### src/rtl/feeder_pkg.sv
// Shared types and defaults for the instruction feeder.
package feeder_pkg;

  localparam int DEF_DEPTH   = 8;
  localparam int DEF_INSTR_W = 11;
  localparam int DEF_BUS_W   = 16;

  // state | meaning
  // IDLE  | nothing presented; waiting for a queued instruction
  // ISSUE | new instruction on the bus; start pulses this cycle
  // BUSY  | instruction held until the processor signals done
  typedef enum logic [1:0] {
    IDLE  = 2'd0,
    ISSUE = 2'd1,
    BUSY  = 2'd2
  } state_t;

  // One extra bit over the address width separates full from empty.
  function automatic int ptr_w(input int depth);
    return $clog2(depth) + 1;
  endfunction

endpackage

### src/rtl/sync_fifo.sv
// Synchronous FIFO with wrap-bit pointers and a sticky overflow flag.
module sync_fifo
  import feeder_pkg::*;
#(
  parameter int DEPTH = DEF_DEPTH,
  parameter int W     = DEF_INSTR_W
) (
  input  logic         clk,
  input  logic         reset,
  input  logic         wr_en,
  input  logic [W-1:0] wr_data,
  input  logic         rd_en,
  output logic [W-1:0] rd_data,
  output logic         full,
  output logic         empty,
  output logic         overflow
);

  localparam int PW = ptr_w(DEPTH);
  localparam int AW = PW - 1;

  logic [W-1:0]  mem [DEPTH];
  logic [PW-1:0] wr_ptr;
  logic [PW-1:0] rd_ptr;
  logic          do_wr;
  logic          do_rd;

  assign full    = (wr_ptr[PW-1] != rd_ptr[PW-1]) && (wr_ptr[AW-1:0] == rd_ptr[AW-1:0]);
  assign empty   = (wr_ptr == rd_ptr);
  assign do_wr   = wr_en && !full;
  assign do_rd   = rd_en && !empty;
  assign rd_data = mem[rd_ptr[AW-1:0]];

  // Pointer advance and overflow capture; a write while full is dropped even if a pop happens.
  always_ff @(posedge clk or posedge reset) begin
    if (reset) begin
      wr_ptr   <= '0;
      rd_ptr   <= '0;
      overflow <= 1'b0;
    end else begin
      if (do_wr) wr_ptr <= wr_ptr + PW'(1);
      if (do_rd) rd_ptr <= rd_ptr + PW'(1);
      if (wr_en && full) overflow <= 1'b1;
    end
  end

  // Storage array; contents need no reset because the pointers define validity.
  always_ff @(posedge clk) begin
    if (do_wr) mem[wr_ptr[AW-1:0]] <= wr_data;
  end

endmodule

### src/rtl/instr_feeder.sv
// Instruction feeder: queues host instructions and hands them one at a time
// to the processor, holding each until done is pulsed.
// Optional macro INSTR_FEEDER_RETIRE_CNT_EN adds a 16-bit retired-instruction counter.
module instr_feeder
  import feeder_pkg::*;
#(
  parameter int DEPTH   = DEF_DEPTH,
  parameter int INSTR_W = DEF_INSTR_W,
  parameter int BUS_W   = DEF_BUS_W
) (
  input  logic               clk,
  input  logic               reset,
  input  logic               wr_en,
  input  logic [INSTR_W-1:0] wr_data,
  output logic               wr_ready,
  input  logic               cpu_done,
  output logic [BUS_W-1:0]   instr_out,
  output logic               instr_valid,
  output logic               start,
  output logic               empty,
  output logic               overflow
`ifdef INSTR_FEEDER_RETIRE_CNT_EN
  ,
  output logic [15:0]        retired_cnt
`endif
);

  state_t             state_q;
  state_t             state_d;
  logic               load;
  logic               fifo_full;
  logic               fifo_empty;
  logic [INSTR_W-1:0] head;
  logic [BUS_W-1:0]   instr_q;

  sync_fifo #(
    .DEPTH (DEPTH),
    .W     (INSTR_W)
  ) u_fifo (
    .clk      (clk),
    .reset    (reset),
    .wr_en    (wr_en),
    .wr_data  (wr_data),
    .rd_en    (load),
    .rd_data  (head),
    .full     (fifo_full),
    .empty    (fifo_empty),
    .overflow (overflow)
  );

  // Next-state: loading the head and popping the FIFO are the same event.
  always_comb begin
    state_d = state_q;
    load    = 1'b0;
    case (state_q)
      IDLE: begin
        if (!fifo_empty) begin
          load    = 1'b1;
          state_d = ISSUE;
        end
      end
      ISSUE: state_d = BUSY;
      BUSY: begin
        if (cpu_done) begin
          if (!fifo_empty) begin
            load    = 1'b1;
            state_d = ISSUE;
          end else begin
            state_d = IDLE;
          end
        end
      end
      default: state_d = IDLE;
    endcase
  end

  // State register.
  always_ff @(posedge clk or posedge reset) begin
    if (reset) state_q <= IDLE;
    else       state_q <= state_d;
  end

  // Output register; value is kept after the last instruction retires.
  always_ff @(posedge clk or posedge reset) begin
    if (reset)     instr_q <= '0;
    else if (load) instr_q <= BUS_W'(head);
  end

  assign instr_out   = instr_q;
  assign instr_valid = (state_q != IDLE);
  assign start       = (state_q == ISSUE);
  assign wr_ready    = !fifo_full;
  assign empty       = fifo_empty;

`ifdef INSTR_FEEDER_RETIRE_CNT_EN
  logic [15:0] retired_cnt_q;

  // Count each done accepted in BUSY; wraps naturally at 16 bits.
  always_ff @(posedge clk or posedge reset) begin
    if (reset)                            retired_cnt_q <= '0;
    else if (state_q == BUSY && cpu_done) retired_cnt_q <= retired_cnt_q + 16'd1;
  end

  assign retired_cnt = retired_cnt_q;
`endif

endmodule
### config.mk
export PLATFORM = sky130hd
export DESIGN_NAME = instr_feeder
export DESIGN_NICKNAME = d
export VERILOG_FILES = /design/src/rtl/feeder_pkg.sv /design/src/rtl/sync_fifo.sv /design/src/rtl/instr_feeder.sv
export SDC_FILE = /design/constraint.sdc
export NUM_CORES = 1
export LEC_CHECK = 0
export ABC_AREA = 1
export BUFFER_PORTS_ARGS = -buffer_cell sky130_fd_sc_hd__buf_2
export CELL_PAD_IN_SITES_DETAIL_PLACEMENT = 1
export CELL_PAD_IN_SITES_GLOBAL_PLACEMENT = 1
export CORE_MARGIN = 2
export CORE_UTILIZATION = 44
export CTS_BUF_LIST = sky130_fd_sc_hd__clkbuf_4
export DETAILED_ROUTE_END_ITERATION = 10
export GPL_TIMING_DRIVEN = 0
export HOLD_SLACK_MARGIN = 0.15
export PLACE_DENSITY = 0.86
export SLEW_MARGIN = 25
export SYNTH_ARGS = -nofsm -noshare
export SYNTH_HDL_FRONTEND = slang
export SYNTH_SLANG_ARGS = --single-unit
### constraint.sdc
create_clock -name clk -period 5.4 [get_ports clk]
set_input_delay 0.54 -clock clk [delete_from_list [all_inputs] [get_ports clk]]
set_output_delay 0.54 -clock clk [all_outputs]
set_load 0.1 [all_outputs]
==> summary.md, run 1 <==
| Metric | Value |
|---|---|
| Global-route wire length before repair | `19900 um` |
| Largest net degree at the start of global routing | `23` |
| Power Internal | `1610 uW` |
| HPWL after DPL | `8790 um` |
| Crit-path max FO | `8` |
| HP Class | `in2async` |
| Leading cell types in the layout, fill and taps excluded | `nand2_1, inv_1, edfxtp_1, nand3_1, buf_2` |
| Slew HR | `44.9%` |
| Clock Path Buffers | `2` |
| Clock latency on the worst-skew pair | `0.48 ns` |
| Cells after Synth | `539` |
| Gr usage total | `20.7%` |
| Crit start category | `flip-flop` |
| Post-CTS Hold Buffers | `0` |
| Critical path, cell by cell | `buf_4 > clkinv_2 > nand2_1 > nand2_2 > nand2_1 > nor2_2 > buf_2` |
| Number of global-route vias before repair | `3846` |
| IO Pins | `36` |
| Max-Cap Viols | `0` |
| Die ar. | `0.0123 mm2` |
| RR Endpoint | `u_fifo.mem[4][2]` |
| R2R Setup Slk | `3.16 ns` |
| DR WL/cell | `16.8 um` |
| Area grow syn2layout | `9.56%` |
| Vias per cell | `4.94` |
| Row cnt | `39` |
| CP bufs+invs | `3` |
| Worst setup startpoint | `u_fifo.rd_ptr[1]` |
| Starting Density | `44.5%` |
| Synth top area cells | `edfxtp_1, nand2_1, dfrtp_1` |
| Worst r2r src | `u_fifo.rd_ptr[1]` |
| Setup repair bufs after CTS | `0` |
| TritonCTS Buffers | `9` |
| Placeable Area | `0.0113 mm2` |
| Via count | `3617` |
| DRT iter0 DRCs | `178` |
| Seq/Total Area, Yosys | `63.3%` |
| Max Fclk | `0.396 GHz` |
| Family with the most delay on the worst path | `buffers and inverters` |
| Netlist Area Pre-Place | `0.00504 mm2` |
| DRC | `0` |
| Synth top area share | `52.4%` |
| Port Buffers | `30` |
| Power per cell area | `588 mW/mm2` |
| Final period utilization | `46.7%` |
| Slew @ Worst Pin | `0.825 ns` |
| Cells resized by post-CTS repair | `0` |
| Layout cells sized above 1 | `15.6%` |
| Worst VDD drop | `497 uV` |
| Setup CP Type | `reg2out` |
| Sw frac | `50.5%` |
| N_diodes | `0` |
| RSZ-0062 raised after global routing | `no` |
| CP most frequent cell | `nand2_1` |
| Final Setup Violations | `0` |
| Final WL | `12300 um` |
| H-tree depth | `3` |
| Critical Path RT | `4.86 ns` |
| Setup tns final | `0 ns` |
| Synth Register Bits | `110` |
| Clk sinks | `110` |
| Chip height | `111 um` |
| Sw power | `1640 uW` |
| Static Leak | `0.00269 uW` |
| Synth area leader | `edfxtp_1` |
| CP max stage delay | `0.45 ns` |
| Final hold vios | `0` |
| Drt pass-1 iters | `5` |
| WP depth | `7` |
| CTS root buffer | `clkbuf_4` |
| Antenna-violating nets left | `0` |
| Syn avg cell area | `9.35 um2` |
| PnR worst setup slack | `2.88 ns` |
| Overflow after GRT | `0` |
| Clk slew on worst S/H paths | `0.17 ns` |
| Warnings, synthesis | `0` |
| CTS tree | `built` |
| Slowest stage cell, crit path | `buf_2` |
| Initial antenna violation count | `0` |
| Yosys cell types | `23` |
| Slew Viols, Final | `0` |
| Die Wd | `111 um` |
| Comb power frac | `52.4%` |
| Fin crit period | `2.52 ns` |
| Clk pwr share | `11.6%` |
| GPL Wtd Cong | `0.804` |
| Critical path endpoint category | `output port` |
| Cells on worst reg2reg path | `7` |
| Most common cell after layout, fill and taps aside | `nand2_1` |
| Seq pwr share | `35.9%` |
| Setup Slack @ Placement | `3.12 ns` |
| Clock skew | `0.0173 ns` |
| Outcome | `finished clean` |
| Worst path arrival time | `1.98 ns` |
| Nets | `601` |
[state kept, by name (all words and copies together), names as in the netlist]
name,flops
u_fifo.mem,88
instr_out,11
u_fifo.rd_ptr,4
u_fifo.wr_ptr,4
state_q,2
u_fifo.overflow,1
[worst max path at each step]
stage / to / slack, ns
floorplan: u_fifo.mem[4][0] / 3.02
global placement: u_fifo.mem[4][7] / 2.90
detailed placement: u_fifo.mem[4][0] / 3.12
CTS: empty / 2.87
global route: empty / 2.80
finish: empty / 2.88
[through the flow]
stage	area, um2	util [%]	hold WS [ns]	instances	total power, uW
floorplan	5060	-	0.420	543	2450
global placement	5390	47.6	0.430	716	2790
detailed placement	5410	47.7	0.436	716	2890
CTS	5520	48.8	0.228	732	3250
global route	5520	48.8	0.269	732	3440
finish	5520	48.8	0.186	732	3250
[cell type report]
class	count	area [um2]
Fill cell	1344	5800
Sequential cell	110	3190
Multi-Input combinational cell	303	1310
Inverter	103	388
Buffer	27	183
Tap cell	143	179
Timing Repair Buffer	30	150
Clock buffer	9	67.6
Clock inverter	7	50.0
[cells in the mapped netlist]
cell	n
nand2_1	212
inv_1	97
edfxtp_1	88
nand3_1	56
dfrtp_1	22
buf_4	13
nor2_1	10
buf_2	8
inv_2	5
nand2_2	5
xor2_1	4
buf_6	3
clkbuf_1	3
nor2_2	3
ha_1	2
a21oi_1	1
clkinv_2	1
conb_1	1
nand2_4	1
nand4_2	1
o21ai_0	1
o21bai_1	1
xnor2_1	1
[per-layer routing]
layer	wire length [um]	GRT usage, %	part of all wire (%)
met5	0	0	0
met4	215	8.97	1.8
met3	702	2.24	5.7
met2	6240	36.0	51
met1	5120	26.4	42
[power groups by stage]
stage	sequential, uW	combinational (uW)	clock [uW]
global placement	1170	1610	0
detailed placement	1190	1700	0
finish	1170	1700	377
CTS	1170	1710	375
floorplan	1480	970	0
global route	1180	1850	402
[cell families (layout without fill, tap and decap cells)]
family / Yosys count / after routing / share of synthesized area, %
simple gates: 288 / 288 / 23.6
other cells: 1 / 5 / 0.0744
flops: 110 / 110 / 63.3
compound gates: 3 / 3 / 0.347
buf+inv: 130 / 176 / 11.3
fa+ha+maj: 2 / 2 / 0.496
xor+xnor: 5 / 5 / 0.869
No activity file was read; power rests on OpenSTA's default activity.
==> inputs of run 2 (changes only) <==
PLACE_DENSITY = 0.89   (was 0.86)
clock period = 2.2 ns   (was 5.4 ns; I/O delays follow)
==> run 2 against run 1 <==
Net effect: the flow now finishes with violations (setup timing); setup slack lost 2.9 ns; routed wire length is 2.3% higher; sequential share of layout area is 1.7 points lower.
==> summary.md, run 2 (synthesis gave the netlist of run 1 again) <==
| Metric | Value |
|---|---|
| Outcome | `finished with violations` |
| Failing checks | `setup timing` |
| Clock Path Buffers | `2` |
| Critical path endpoint category | `flip-flop` |
| Gr usage total | `21.4%` |
| Sw power | `4090 uW` |
| TritonCTS Buffers | `9` |
| Critical Path RT | `2.34 ns` |
| Leading cell types in the layout, fill and taps excluded | `nand2_1, inv_1, edfxtp_1, nand3_1, buf_2` |
| Area grow syn2layout | `12.9%` |
| HP Class | `in2reg` |
| IO Pins | `36` |
| Fin crit period | `2.22 ns` |
| Seq pwr share | `35.4%` |
| Vias per cell | `4.89` |
| Drt pass-1 iters | `4` |
| Clk slew on worst S/H paths | `0.17 ns` |
| Placeable Area | `0.0113 mm2` |
| Slew Viols, Final | `0` |
| Instance area at placement | `0.00541 mm2` |
| Worst Hold Margin | `0.163 ns` |
| Starting Density | `44.5%` |
| Crit start category | `flip-flop` |
| Final Setup Violations | `22` |
| Row cnt | `39` |
| Slew HR | `42.7%` |
| Largest net degree at the start of global routing | `23` |
| DRT iter0 DRCs | `185` |
| Slowest stage cell, crit path | `nor2_2` |
| Tot Pwr | `8070 uW` |
| Critical path, cell by cell | `buf_4 > clkinv_2 > nand2_1 > nand2_2 > nand4_4 > nand3_1 > nor2_2` |
| CTS tree | `built` |
| Clk sinks | `110` |
| Overflow after GRT | `0` |
| HPWL after DPL | `8650 um` |
| Worst path arrival time | `2.36 ns` |
| Global-route wire length before repair | `20300 um` |
| Family with the most delay on the worst path | `simple AND/OR/NAND/NOR gates` |
| Max-Cap Viols | `0` |
| Power Internal | `3980 uW` |
| Most common cell after layout, fill and taps aside | `nand2_1` |
| Port Buffers | `30` |
| Worst VDD drop | `1360 uV` |
| DR WL/cell | `16.9 um` |
| Setup tns final | `-0.203 ns` |
| Chip height | `111 um` |
| Setup CP Type | `reg2reg` |
| Final hold vios | `0` |
| Comb power frac | `53.0%` |
| DRC | `0` |
| Max Fclk | `0.451 GHz` |
| Crit-path max FO | `11` |
| Number of global-route vias before repair | `3947` |
| PnR worst setup slack | `-0.0184 ns` |
| RSZ-0062 raised after global routing | `yes` |
| Initial antenna violation count | `0` |
| CP max stage delay | `0.62 ns` |
| N_diodes | `0` |
| GPL Wtd Cong | `0.779` |
| Post-route cell area | `0.00569 mm2` |
| Via count | `3646` |
| CP bufs+invs | `2` |
| Clock latency on the worst-skew pair | `0.49 ns` |
| Antenna-violating nets left | `0` |
| Sw frac | `50.7%` |
| Die Wd | `111 um` |
| Nets | `614` |
| Final WL | `12600 um` |
| H-tree depth | `3` |
| Largest register FFs | `88` |
| Slew @ Worst Pin | `0.859 ns` |
| CTS root buffer | `clkbuf_4` |
| Power per cell area | `1420 mW/mm2` |
| Die ar. | `0.0123 mm2` |
| Final period utilization | `101%` |
| Layout cells sized above 1 | `15.3%` |
| Clock skew | `0.0161 ns` |
| Clk pwr share | `11.6%` |
| Static Leak | `0.00275 uW` |
run 2: changes by cell type in the layout (fill, tap and decap cells not counted), sizes merged:
| cell | previous run | this run |
|---|---|---|
| clkinv | 7 | 6 |
| clkinvlp | 0 | 1 |
| dlygate4sd3 | 0 | 13 |
run 2: what timing repair did:
action,4_1_cts,5_1_grt
hold endpoints to repair,114,0
hold buffers,13,0
gates cloned,0,0
endpoints found under the setup margin,37,46
setup buffers,0,0
gates resized for setup,5,2
run 2: final cells by class:
cell class              instances  area [um2]
flip-flops and latches        110        3190
clock buffers                   9        67.6
inverters                     103         388
well taps                     143         179
repair buffers                 43         287
plain buffers                  27         183
fillers                      1330        5630
multi-input cells             303        1350
clock inverters                 7        48.8
run 2: through the flow:
stage	cells	utilization, %	setup slack, ns
finish	745	50.3	-0.0184
global placement	716	47.8	0.0640
floorplan	543	-	0.0213
CTS	745	50.2	-0.0433
detailed placement	716	47.8	-0.0151
global route	745	50.3	-0.186
run 2: worst paths after layout:
path	cells past startpoint	startpoint	slack, ns	end
max in group asynchronous	3	reset	1.24	u_fifo.rd_ptr[0]
max reg2reg	7	u_fifo.rd_ptr[1]	-0.02	u_fifo.mem[2][4]
min in group asynchronous	3	reset	0.42	instr_out[5]
max	7	u_fifo.rd_ptr[1]	-0.02	u_fifo.mem[2][4]
min reg2reg	1	state_q[0]	0.48	state_q[1]
min	3	wr_en	0.16	u_fifo.wr_ptr[0]
run 2: routing by layer:
layer	global-route usage, %	part of all wire, %	routed length [um]	up-vias
met5	0	0	0	-
met4	8.23	1.8	229	0
met3	3.50	4.7	586	20
met2	36.0	51	6380	101
met1	28.0	43	5370	1767
li1	-	-	-	1758
run 2: worst min-delay path, cell delays in order:
cell and delay [ns]:
buf_2 0.12, nand3_1 0.20, nand2_1 0.08
run 2: power by group through the flow:
stage               clock (uW)  combinational [uW]  sequential [uW]
finish                     934                4280             2860
global placement             0                4000             2880
CTS                        931                4270             2860
detailed placement           0                4180             2910
floorplan                    0                2430             3620
global route              1010                4670             2900
==> inputs of run 3 (changes only) <==
CTS_BUF_LIST = sky130_fd_sc_hd__clkbuf_4 sky130_fd_sc_hd__clkbuf_8   (was sky130_fd_sc_hd__clkbuf_4)
==> run 3 against run 2 <==
Net effect: the run still ends with setup timing left; clock power grew 21%; non-clock buffer count is 1 higher; largest cell class unchanged; final cell count is 0.13% higher; critical endpoint is now u_fifo.mem[2][9]; critical path depth stayed put.
==> summary.md, run 3 (synthesis gave the netlist of run 1 again) <==
| Metric | Value |
|---|---|
| Outcome | `finished with violations` |
| Failing checks | `setup timing` |
| Largest register FFs | `88` |
| DR WL/cell | `17.1 um` |
| Tot Pwr | `8310 uW` |
| Final period utilization | `104%` |
| CP max stage delay | `0.63 ns` |
| Comb power frac | `52.0%` |
| Overflow after GRT | `0` |
| Static Leak | `0.00278 uW` |
| Most common cell after layout, fill and taps aside | `nand2_1` |
| TritonCTS Buffers | `9` |
| PnR worst setup slack | `-0.0802 ns` |
| Chip height | `111 um` |
| Crit start category | `flip-flop` |
| Antenna-violating nets left | `0` |
| Port Buffers | `30` |
| GPL Wtd Cong | `0.779` |
| R2R Setup Slk | `-0.08 ns` |
| Clock skew | `0.0113 ns` |
| Layout cells sized above 1 | `15.4%` |
| Worst Hold Margin | `0.198 ns` |
| CTS tree | `built` |
| DRC | `0` |
| Family with the most delay on the worst path | `simple AND/OR/NAND/NOR gates` |
| Power Internal | `4170 uW` |
| Fillers | `1321` |
| Critical path endpoint category | `flip-flop` |
| Worst VDD drop | `1400 uV` |
| Sw frac | `49.8%` |
| Final hold vios | `0` |
| Starting Density | `44.5%` |
| Number of global-route vias before repair | `3944` |
| Vias per cell | `4.95` |
| Crit-path max FO | `11` |
| HP Class | `in2reg` |
| Placeable Area | `0.0113 mm2` |
| Via count | `3689` |
| Worst path arrival time | `2.30 ns` |
| Power per cell area | `1440 mW/mm2` |
| Clk sinks | `110` |
| Slowest stage cell, crit path | `nor2_2` |
| Max Fclk | `0.439 GHz` |
| RSZ-0062 raised after global routing | `yes` |
| Global-route wire length before repair | `20400 um` |
| Clk pwr share | `13.6%` |
| Slew @ Worst Pin | `0.858 ns` |
| Die ar. | `0.0123 mm2` |
| Max-Cap Viols | `0` |
| Seq pwr share | `34.5%` |
| DRT iter0 DRCs | `164` |
| Setup CP Type | `reg2reg` |
| CTS root buffer | `clkbuf_8` |
| Final WL | `12700 um` |
| Sw power | `4140 uW` |
| Slew HR | `42.8%` |
| Row cnt | `39` |
| Initial antenna violation count | `0` |
| Final Setup Violations | `33` |
| Fin crit period | `2.28 ns` |
| Area grow syn2layout | `14.3%` |
| Critical path, cell by cell | `buf_4 > clkinv_2 > nand2_1 > nand2_2 > nand4_4 > nand3_1 > nor2_2` |
| Nets | `615` |
| CP bufs+invs | `2` |
| Critical Path RT | `2.22 ns` |
| Largest net degree at the start of global routing | `23` |
| N_diodes | `0` |
| IO Pins | `36` |
| Clock latency on the worst-skew pair | `0.38 ns` |
| Clk slew on worst S/H paths | `0.11 ns` |
| Slew Viols, Final | `0` |
| HPWL after DPL | `8650 um` |
| H-tree depth | `3` |
| Leading cell types in the layout, fill and taps excluded | `nand2_1, inv_1, edfxtp_1, nand3_1, buf_2` |
| Clock Path Buffers | `2` |
| Drt pass-1 iters | `5` |
| Die Wd | `111 um` |
| Gr usage total | `21.6%` |
-- run 3: stage by stage --
stage | setup WS, ns | setup TNS [ns] | cell area, um2 | cells | utilization [%]
2_1_floorplan | 0.0213 | 0 | 5080 | 543 | -
3_3_place_gp | 0.0640 | 0 | 5410 | 716 | 47.8
3_5_place_dp | -0.0151 | -0.250 | 5410 | 716 | 47.8
4_1_cts | -0.0856 | -1.88 | 5740 | 745 | 50.7
5_1_grt | -0.207 | -5.83 | 5760 | 746 | 50.9
6_report | -0.0802 | -1.62 | 5760 | 746 | 50.9
-- run 3: what timing repair did --
action	CTS	global route
hold buffers	13	0
cloned	0	0
pin swaps	0	1
resized for setup	6	0
hold endpoints to repair	104	0
setup buffers	0	1
setup endpoints to repair	76	52
-- run 3: worst register-to-register path, cell delays in order, from the launching register on --
cell and delay (ns):
dfrtp_1 0.38, buf_4 0.19, clkinv_2 0.11, nand2_1 0.12
nand2_2 0.11, nand4_4 0.16, nand3_1 0.21, nor2_2 0.63
-- run 3: final timing paths --
kind,from,end,cells past startpoint
worst max-delay path,u_fifo.rd_ptr[1],u_fifo.mem[2][9],7
worst min-delay path,wr_data[0],u_fifo.mem[4][0],1
worst max register to register,u_fifo.rd_ptr[1],u_fifo.mem[2][9],7
worst min register to register,state_q[0],state_q[1],1
max in group asynchronous,reset,u_fifo.rd_ptr[0],3
min in group asynchronous,reset,instr_out[5],3
-- run 3: power by group through the flow --
| stage | sequential, uW | clock (uW) | combinational (uW) |
|---|---|---|---|
| floorplan | 3620 | 0 | 2430 |
| finish | 2860 | 1130 | 4320 |
| detailed placement | 2910 | 0 | 4180 |
| global route | 2900 | 1210 | 4700 |
| global placement | 2880 | 0 | 4000 |
| CTS | 2860 | 1140 | 4280 |
-- run 3: layer usage --
| metal | up-vias | share of wire [%] | GRT usage, % | wire length, um |
|---|---|---|---|---|
| met5 | - | 0 | 0 | 0 |
| met4 | 0 | 2.0 | 9.30 | 254 |
| met3 | 17 | 4.1 | 3.34 | 524 |
| met2 | 90 | 51 | 36.4 | 6460 |
| met1 | 1820 | 43 | 28.0 | 5490 |
| li1 | 1762 | - | - | - |
-- run 3: cell type report --
cell class / count / area (um2) / share of cell area [%]
Inverter: 103 / 388 / 6.73
Buffer: 27 / 183 / 3.17
Timing Repair Buffer: 44 / 303 / 5.25
Clock inverter: 7 / 48.8 / 0.847
Clock buffer: 9 / 124 / 2.15
Sequential cell: 110 / 3190 / 55.4
Multi-Input combinational cell: 303 / 1350 / 23.4
Tap cell: 143 / 179 / 3.10
